===== config.mk =====
export PLATFORM = sky130hd
export DESIGN_NAME = glu_audio_conditioner
export DESIGN_NICKNAME = d
export VERILOG_FILES = /design/src/rtl/glu_audio_pkg.sv /design/src/rtl/audio_sample_fifo.sv /design/src/rtl/glu_audio_conditioner.sv
export SDC_FILE = /design/constraint.sdc
export NUM_CORES = 1
export LEC_CHECK = 0
export BUFFER_PORTS_ARGS = -buffer_cell sky130_fd_sc_hd__buf_2
export CAP_MARGIN = 0
export CORE_MARGIN = 3
export CORE_UTILIZATION = 64
export DETAILED_ROUTE_END_ITERATION = 12
export PLACE_DENSITY = 0.92
export SYNTH_ARGS = -nofsm -noshare
export SYNTH_HDL_FRONTEND = slang
export SYNTH_SLANG_ARGS = --single-unit

===== constraint.sdc =====
create_clock -name clk_i -period 6.9 [get_ports clk_i]
set_input_delay 1.38 -clock clk_i [delete_from_list [all_inputs] [get_ports clk_i]]
set_output_delay 1.38 -clock clk_i [all_outputs]
set_load 0.02 [all_outputs]

===== src/rtl/glu_audio_pkg.sv =====
// Shared widths and helpers for the GLU audio conditioner: volume-to-gain mapping,
// 16-bit saturation and the gain-to-multiplier mapping.
package glu_audio_pkg;

   localparam int DC_ACC_W = 20;
   localparam int GAIN_W   = 8;

   // Nibble duplication maps volume 0..15 onto 0..255 in equal steps of 17.
   function automatic logic [GAIN_W-1:0] gain_target(input logic [3:0] vol, input logic mute);
      return mute ? '0 : {vol, vol};
   endfunction

   function automatic logic signed [15:0] sat16(input logic signed [DC_ACC_W-1:0] v);
      if (v > 20'sd32767)  return 16'sh7FFF;
      if (v < -20'sd32768) return 16'sh8000;
      return v[15:0];
   endfunction

   // Full-scale gain becomes an exact x1 so unity volume is bit-transparent.
   function automatic logic [GAIN_W:0] gain_mult(input logic [GAIN_W-1:0] g);
      return (g == '1) ? (GAIN_W+1)'(256) : {1'b0, g};
   endfunction

endpackage


===== src/rtl/audio_sample_fifo.sv =====
// First-word fall-through FIFO for {L, R} sample pairs; the head output holds the
// last popped pair while empty.
module audio_sample_fifo #(
   parameter int DEPTH = 4,
   parameter int AW    = $clog2(DEPTH)
) (
   input  logic          clk_i,
   input  logic          reset_n_i,
   input  logic          wr_en_i,
   input  logic [31:0]   wr_data_i,
   input  logic          rd_en_i,
   output logic [31:0]   rd_data_o,
   output logic          full_o,
   output logic          empty_o,
   output logic [AW:0]   count_o
);

   localparam logic [AW:0] FULL_C = (AW+1)'(DEPTH);

   logic [31:0]   mem_q [DEPTH];
   logic [AW-1:0] wr_ptr_q, wr_ptr_d, rd_ptr_q, rd_ptr_d;
   logic [AW:0]   count_q, count_d;
   logic [31:0]   last_q, last_d;
   logic          do_push, do_pop;

   assign empty_o   = (count_q == '0);
   assign full_o    = (count_q == FULL_C);
   assign count_o   = count_q;
   assign do_pop    = rd_en_i & ~empty_o;
   assign do_push   = wr_en_i & (~full_o | do_pop);
   assign rd_data_o = empty_o ? last_q : mem_q[rd_ptr_q];

   always_comb begin
      wr_ptr_d = wr_ptr_q;
      rd_ptr_d = rd_ptr_q;
      count_d  = count_q;
      last_d   = last_q;
      if (do_push) wr_ptr_d = wr_ptr_q + 1'b1;
      if (do_pop) begin
         rd_ptr_d = rd_ptr_q + 1'b1;
         last_d   = mem_q[rd_ptr_q];
      end
      if (do_push && !do_pop)      count_d = count_q + 1'b1;
      else if (do_pop && !do_push) count_d = count_q - 1'b1;
   end

   always_ff @(posedge clk_i) begin
      if (do_push) mem_q[wr_ptr_q] <= wr_data_i;
   end

   always_ff @(posedge clk_i or negedge reset_n_i) begin
      if (!reset_n_i) begin
         wr_ptr_q <= '0;
         rd_ptr_q <= '0;
         count_q  <= '0;
         last_q   <= '0;
      end else begin
         wr_ptr_q <= wr_ptr_d;
         rd_ptr_q <= rd_ptr_d;
         count_q  <= count_d;
         last_q   <= last_d;
      end
   end

endmodule


===== src/rtl/glu_audio_conditioner.sv =====
// GLU stereo conditioner: click-free volume ramp, optional DC-blocking high-pass,
// gain multiply and an output FIFO towards the audio serializer.
module glu_audio_conditioner
   import glu_audio_pkg::*;
#(
   parameter bit DC_BLOCK_ENABLE = 1'b1,
   parameter int DC_SHIFT        = 8,
   parameter int RAMP_STEP       = 1,
   parameter int FIFO_DEPTH      = 4
) (
   input  logic        clk_i,
   input  logic        reset_n_i,
   input  logic        sample_tick_i,
   input  logic [3:0]  volume_i,
   input  logic        mute_i,
   input  logic [15:0] audio_l_i,
   input  logic [15:0] audio_r_i,
   output logic [15:0] audio_l_o,
   output logic [15:0] audio_r_o,
   output logic        valid_o,
   input  logic        ready_i,
   output logic        overflow_o,
   input  logic        clear_overflow_i,
   output logic [7:0]  gain_o
);

   localparam int              AW   = $clog2(FIFO_DEPTH);
   localparam logic [GAIN_W:0] STEP = (GAIN_W+1)'(RAMP_STEP);

   logic [GAIN_W-1:0]          gain_q, gain_d, target;
   logic                       v0_q, v0_d, v1_q, v1_d, v2_q, v2_d;
   logic signed [15:0]         x_l0_q, x_l0_d, x_r0_q, x_r0_d;
   logic [GAIN_W:0]            mult0_q, mult0_d, mult1_q, mult1_d;
   logic signed [15:0]         s_l1_q, s_l1_d, s_r1_q, s_r1_d;
   logic signed [15:0]         p_l2_q, p_l2_d, p_r2_q, p_r2_d;
   logic signed [DC_ACC_W-1:0] xp_l_q, xp_l_d, yp_l_q, yp_l_d;
   logic signed [DC_ACC_W-1:0] xp_r_q, xp_r_d, yp_r_q, yp_r_d;
   logic signed [DC_ACC_W-1:0] xl_ext, xr_ext, yl, yr;
   logic signed [24:0]         prod_l, prod_r;
   logic                       ovf_q, ovf_d;
   logic [31:0]                fifo_dout;
   logic                       fifo_full, fifo_empty, fifo_pop, fifo_drop;
   logic [AW:0]                fifo_count;

   // Gain only moves on a tick; the sample captured on that tick sees the old gain.
   always_comb begin
      target = gain_target(volume_i, mute_i);
      gain_d = gain_q;
      if (sample_tick_i) begin
         if (gain_q < target) begin
            if ({1'b0, gain_q} + STEP >= {1'b0, target}) gain_d = target;
            else                                         gain_d = gain_q + STEP[GAIN_W-1:0];
         end else if (gain_q > target) begin
            if ({1'b0, gain_q} <= {1'b0, target} + STEP) gain_d = target;
            else                                         gain_d = gain_q - STEP[GAIN_W-1:0];
         end
      end
   end

   always_comb begin
      v0_d    = sample_tick_i;
      x_l0_d  = sample_tick_i ? $signed(audio_l_i) : x_l0_q;
      x_r0_d  = sample_tick_i ? $signed(audio_r_i) : x_r0_q;
      mult0_d = sample_tick_i ? gain_mult(gain_q) : mult0_q;

      xl_ext  = {{(DC_ACC_W-16){x_l0_q[15]}}, x_l0_q};
      xr_ext  = {{(DC_ACC_W-16){x_r0_q[15]}}, x_r0_q};
      yl      = xl_ext - xp_l_q + yp_l_q - (yp_l_q >>> DC_SHIFT);
      yr      = xr_ext - xp_r_q + yp_r_q - (yp_r_q >>> DC_SHIFT);
      v1_d    = v0_q;
      xp_l_d  = v0_q ? xl_ext : xp_l_q;
      yp_l_d  = v0_q ? yl     : yp_l_q;
      xp_r_d  = v0_q ? xr_ext : xp_r_q;
      yp_r_d  = v0_q ? yr     : yp_r_q;
      s_l1_d  = v0_q ? (DC_BLOCK_ENABLE ? sat16(yl) : x_l0_q) : s_l1_q;
      s_r1_d  = v0_q ? (DC_BLOCK_ENABLE ? sat16(yr) : x_r0_q) : s_r1_q;
      mult1_d = v0_q ? mult0_q : mult1_q;

      // Multiplier tops out at 256, so the floor-shifted product always fits 16 bits.
      prod_l  = s_l1_q * $signed({1'b0, mult1_q});
      prod_r  = s_r1_q * $signed({1'b0, mult1_q});
      v2_d    = v1_q;
      p_l2_d  = v1_q ? 16'(prod_l >>> 8) : p_l2_q;
      p_r2_d  = v1_q ? 16'(prod_r >>> 8) : p_r2_q;
   end

   audio_sample_fifo #(
      .DEPTH (FIFO_DEPTH)
   ) u_fifo (
      .clk_i     (clk_i),
      .reset_n_i (reset_n_i),
      .wr_en_i   (v2_q),
      .wr_data_i ({p_l2_q, p_r2_q}),
      .rd_en_i   (ready_i),
      .rd_data_o (fifo_dout),
      .full_o    (fifo_full),
      .empty_o   (fifo_empty),
      .count_o   (fifo_count)
   );

   assign fifo_pop  = ready_i & ~fifo_empty;
   assign fifo_drop = v2_q & fifo_full & ~fifo_pop;

   always_comb begin
      ovf_d = ovf_q;
      if (fifo_drop)             ovf_d = 1'b1;
      else if (clear_overflow_i) ovf_d = 1'b0;
   end

   assign audio_l_o  = fifo_dout[31:16];
   assign audio_r_o  = fifo_dout[15:0];
   assign valid_o    = (fifo_count != '0);
   assign overflow_o = ovf_q;
   assign gain_o     = gain_q;

   always_ff @(posedge clk_i or negedge reset_n_i) begin
      if (!reset_n_i) begin
         gain_q  <= '0;
         v0_q    <= 1'b0;
         v1_q    <= 1'b0;
         v2_q    <= 1'b0;
         x_l0_q  <= '0;
         x_r0_q  <= '0;
         mult0_q <= '0;
         mult1_q <= '0;
         s_l1_q  <= '0;
         s_r1_q  <= '0;
         p_l2_q  <= '0;
         p_r2_q  <= '0;
         xp_l_q  <= '0;
         yp_l_q  <= '0;
         xp_r_q  <= '0;
         yp_r_q  <= '0;
         ovf_q   <= 1'b0;
      end else begin
         gain_q  <= gain_d;
         v0_q    <= v0_d;
         v1_q    <= v1_d;
         v2_q    <= v2_d;
         x_l0_q  <= x_l0_d;
         x_r0_q  <= x_r0_d;
         mult0_q <= mult0_d;
         mult1_q <= mult1_d;
         s_l1_q  <= s_l1_d;
         s_r1_q  <= s_r1_d;
         p_l2_q  <= p_l2_d;
         p_r2_q  <= p_r2_d;
         xp_l_q  <= xp_l_d;
         yp_l_q  <= yp_l_d;
         xp_r_q  <= xp_r_d;
         yp_r_q  <= yp_r_d;
         ovf_q   <= ovf_d;
      end
   end

endmodule


-- After elaboration in Yosys (flattened, before gate mapping)
Memories as Yosys holds them, arrays and structs flattened.
Cells that the tools add are included.
Widths: inputs -> output; s select.
- order comparisons: 8
- $add $sub $neg: 14
- reductions and logical operators: 10
- bitwise gates (word level): 8
- eq/ne operators: 2
- mux-type cells: 27
- multiply operators: 2
- operators with widths (kind ; number):
    $mux 16 ; 8
    $mul 16x10->24 ; 2
    $add 17x20->20 ; 2
    $gt 20x16->1 const B ; 2
    $lt 20x16->1 const B ; 2
    $mux 8 ; 5
    $sub 20x12->20 ; 2
    $sub 16x16->17 ; 2
    $mux 32 ; 1
    $add 8x1->9 const B ; 2
    $mux 1 ; 10
    $ge 9x8->1 ; 1
    $le 8x9->1 ; 1
    $mux 9 ; 1
    $add 8x1->8 const B ; 1
    $eq 8x8->1 const B ; 1
    $gt 8x8->1 ; 1
    $lt 8x8->1 ; 1
    $sub 8x1->8 const B ; 1
    $mux 3 ; 2
    $reduce_bool 2->1 ; 3
    $add 2x1->2 const B ; 2
    $and 1x1->1 ; 4
    $add 3x1->3 const B ; 1
    9 further kinds ; 13
- register bits after elaboration: 237
- logic and storage cells: 93
- bits of input ports: 42
- memories: 1
- output and inout port bits: 42
- memory bits (writable): 128
- memory list (name ; depth ; bits a word ; rd ports ; clocked after Yosys merged registers in ; write ports ; line ; RTL):
    u_fifo.mem_q ; 4 ; 32 ; 1 ; 0 ; 1 ; audio_sample_fifo.sv:20 ; logic [31:0] mem_q [DEPTH];

-- Longest topological paths before layout
- depth in word-level cells: 9
- mapped depth: 22
- gate-level depth less buffers: 20

-- By module
From an unflattened synthesis, not the netlist that was laid out.
- cells, all modules: 2579
- area total of the unflattened synthesis: 28448.5 µm²
- modules (own cells, without submodules) (module ; area an instance (µm²) ; sequential area each (µm²) ; times used ; cells an instance):
    glu_audio_conditioner ; 21717.1 ; 4954.8 ; 1 ; 2273
    audio_sample_fifo ; 6731.5 ; 4819.6 ; 1 ; 306

-- Worst setup path before layout
Ideal clock, no wire load.
- path kind: register -> register
- start: register mult1_q[1]
- end: register p_r2_q[13]
- slack: 1136 ps
- period minus slack after synthesis: 5764 ps
- buffers on the path: 2
- arrival: 5640 ps
- stages on the path, launching flop included: 21
- data required time: 6775 ps
- library setup time: 125 ps
- cell sequence: dfrtp_1 > clkbuf_1 > clkbuf_1 > nand2_1 > fa_1 > inv_1 > fa_1 > fa_1 > fa_1 > inv_1 > fa_1 > inv_1 > ha_1 > and2_1 > or4_1 > a2111oi_0 > a211oi_1 > a31o_2 > a21o_1 > xor2_1 > mux2_2
- longest elaborated chain between the ends: 1
- RTL lines (what ; line ; RTL):
    start: declaration ; glu_audio_conditioner.sv:33 ; logic [GAIN_W:0] mult0_q, mult0_d, mult1_q, mult1_d;
    start signal: assignment ; glu_audio_conditioner.sv:143 ; mult1_q <= mult1_d;
    $mul 16x10->24 ; glu_audio_conditioner.sv:81 ; prod_r = s_r1_q * $signed({1'b0, mult1_q});
    end signal: assignment ; glu_audio_conditioner.sv:147 ; p_r2_q <= p_r2_d;
    end: declaration ; glu_audio_conditioner.sv:35 ; logic signed [15:0] p_l2_q, p_l2_d, p_r2_q, p_r2_d;
Every way passes these cells.
A chain may end at the register's enable or synchronous reset.

-- Worst setup path after layout
- start: register mult1_q[3]
- end: register p_r2_q[15]
The elaborated chain is that of the path after synthesis.

==> flow_summary.yaml <==
sta:
  maxSlewHeadroom_pct: 23.7
  finalHoldViolations: 0
  worstMarginPinSlew_ns: 1.14
  tns_ns: 0
  fin_crit_sh_pct: 89.7
  maxSlewViolCount: 0
  rsz0062_at_grt: "no"
  finClkSkew_ns: 0.0189
  fmax_mhz: 162
  post-route-min-period_ns: 6.19
  setup_violations: 0
worst_hold_path:
  hold_class: "reg -> reg"
clocking:
  cts-root-buf: "clkbuf_16"
  cts_hold_buf: 0
  cts.sinks: 365
  clk_path_buf_depth: 3
  cts-buffers-inserted: 38
  cts_tree: "yes"
  post_cts_buffers: 0
  cts_htree_levels: 2
  cts_resized: 0
  clk_latency_ns: 0.54
  path_clk_slew_ns: 0.06
synthesis:
  synth_fp_nets: 3085
  synth.avg_cell_area_um2: 11.0
  ys_seq_area_share_pct: 34.4
  syn_area_um2: 28400
  netlist_instances: 2569
  synth-edff-count: 128
  synthDistinctLibCells: 78
  yosys_warnings: 0
  synth_ff_type: "dfrtp_1"
  async_flop_share_pct: 64.9
  synth-seq-cells: 365
final_layout:
  drive_above_1_share_pct: 13.4
  synthToLayoutAreaGrowth_pct: 7.45
  n_antenna_cell: 0
  fillCellCount: 2873
  nets: 3115
setup_path:
  path_max_fanout: 21
  worstSetupStartpointType: "flop"
  worstPathArrival_ns: 6.56
  cpMostUsedCell: "fa_1"
  critPathRequiredTime_ns: 7.27
  worstPathCellList: "buf_4 > nand2_1 > fa_1 > inv_1 > fa_1 > fa_1 > fa_1 > fa_1 > ha_1 > a21o_1 > a211o_1 > a2111oi_0 > a211oi_1 > a31o_2 > a41oi_1 > xnor2_1 > a21oi_1"
  critPathTopFamily: "adder cells"
  crit_slowest_cell: "dfrtp_1"
  endpoint_kind: "flop"
  critPathKind: "reg -> reg"
  cpPeakStageDelay_ns: 0.58
  path_buf_inv: 2
floorplan:
  core_area_um2: 43500
  fp.dieH_um: 217
  die_area_um2: 46900
  start_util_pct: 65.3
  die_w_um: 217
  io_pins: 84
  fp-row-count: 76
place:
  port_buffers: 83
  routabilityCongestion: 0.915
  hpwlAfterDp_um: 44700
grt:
  grt_use_total_pct: 27.1
  grt_pass1_wl_um: 104000
  grt_pass1_vias: 20456
  antenna_found_initial: 0
  grt_max_degree: 102
  grt-ovfl-total: 0
detailed_routing:
  drt_pre_antenna_iters: 6
  via_count: 18834
  drt_iter0_markers: 1403
  wl_um: 61100
  drc_errors: 0
  final_antenna_net_count: 0
  wl_per_cell_um: 19.1
  vias_per_cell: 5.87
outcome:
  status: "complete, no violations"
flow_run:
  maxCapViolCount: 0
## cells by family (layout without fill, tap and decap cells)
group           after synthesis  after routing  synth area share (%)
flops                       365            365                  34.4
fa+ha+maj                   474            474                  28.9
mux                         175            175                  8.18
buf+inv                     546            601                  7.23
compound gates              348            348                  8.43
simple gates                567            567                  9.94
xor+xnor                     94             94                  2.93
## state kept, by name, indices dropped and copies added, names as in the netlist, 20 cells and up
register / flops
u_fifo.last_q: 32
u_fifo.mem_q: 128
yp_l_q: 20
yp_r_q: 20
## worst reg2reg max path, cell delays in order (launching register included)
cell	delay, ns
dfrtp_1	0.58
buf_4	0.32
nand2_1	0.11
fa_1	0.55
inv_1	0.05
fa_1	0.53
fa_1	0.44
fa_1	0.57
fa_1	0.43
ha_1	0.39
a21o_1	0.23
a211o_1	0.28
a2111oi_0	0.40
a211oi_1	0.20
a31o_2	0.33
a41oi_1	0.30
xnor2_1	0.19
a21oi_1	0.13
## Yosys cell counts, types with 33 or more instances
cell type    n  area (um^2)
inv_1      433         1630
fa_1       301         6030
nand2_1    242          908
dfrtp_1    237         5930
ha_1       173         2160
and2_1     159          995
mux2_2     135         1520
edfxtp_1   128         3840
o21ai_0    102          510
clkbuf_1    93          349
xnor2_1     60          526
a21oi_1     52          260
nor2_1      43          161
xor2_1      33          289
## per-stage QoR
step / area (um^2) / worst slack (ns) / cells / util [%] / hold WS (ns)
floorplan: 28400 / 1.14 / 2569 / - / 0.372
global route: 30500 / 0.291 / 3209 / 70.2 / 0.521
global placement: 29300 / 1.02 / 3144 / 67.4 / 0.470
CTS: 30500 / 0.764 / 3209 / 70.2 / 0.507
finish: 30500 / 0.708 / 3209 / 70.2 / 0.506
detailed placement: 29300 / 0.864 / 3144 / 67.4 / 0.489
## layer usage
metal	share of wire [%]	global-route usage, %	vias up	wire length, um
met5	0	0	-	0
met3	6.7	4.07	155	4110
met2	50	46.8	755	30500
met1	41	36.2	9447	24800
li1	-	-	8477	-
met4	2.8	7.24	0	1690
## placed cells by master, fill, tap and decap left out, types with 12 or more instances in the layout
master / Yosys / layout
a21boi_0: 14 / 14
a21o_1: 29 / 29
a21oi_1: 52 / 52
and2_1: 159 / 159
and3_1: 14 / 14
buf_2: 2 / 82
buf_4: 0 / 19
clkbuf_16: 0 / 41
dfrtp_1: 237 / 235
edfxtp_1: 128 / 128
fa_1: 301 / 301
ha_1: 173 / 173
inv_1: 433 / 433
mux2_2: 135 / 135
mux4_2: 32 / 32
nand2_1: 242 / 242
nand2b_1: 12 / 12
nand3_1: 22 / 22
nand4_1: 15 / 15
nor2_1: 43 / 43
nor2b_1: 14 / 14
nor3_1: 17 / 17
o21a_1: 13 / 13
o21ai_0: 102 / 102
o21ai_1: 13 / 13
xnor2_1: 60 / 60
xor2_1: 33 / 33
## final timing paths
kind,start,to,slack (ns),cells past startpoint
max,mult1_q[3],p_r2_q[15],0.71,17
min,u_fifo.last_q[14],u_fifo.last_q[14],0.51,1
min reg2reg,u_fifo.last_q[14],u_fifo.last_q[14],0.51,1
max reg2reg,mult1_q[3],p_r2_q[15],0.71,17
min in group asynchronous,reset_n_i,u_fifo.last_q[5],0.87,1
max in group asynchronous,reset_n_i,yp_l_q[15],4.93,2
## layout make-up
class,instances,area (um^2),share of cell area (%)
clock buffer,54,1100,3.62
clock inverter,11,111,0.365
inverter,433,1630,5.33
multi-input combinational,1658,16600,54.3
sequential,365,9780,32.1
tap,585,732,2.40
timing repair buffer,103,588,1.93
Power is not shown: default switching activity piles up to over one toggle a cycle in this logic, so the estimate is an artifact.
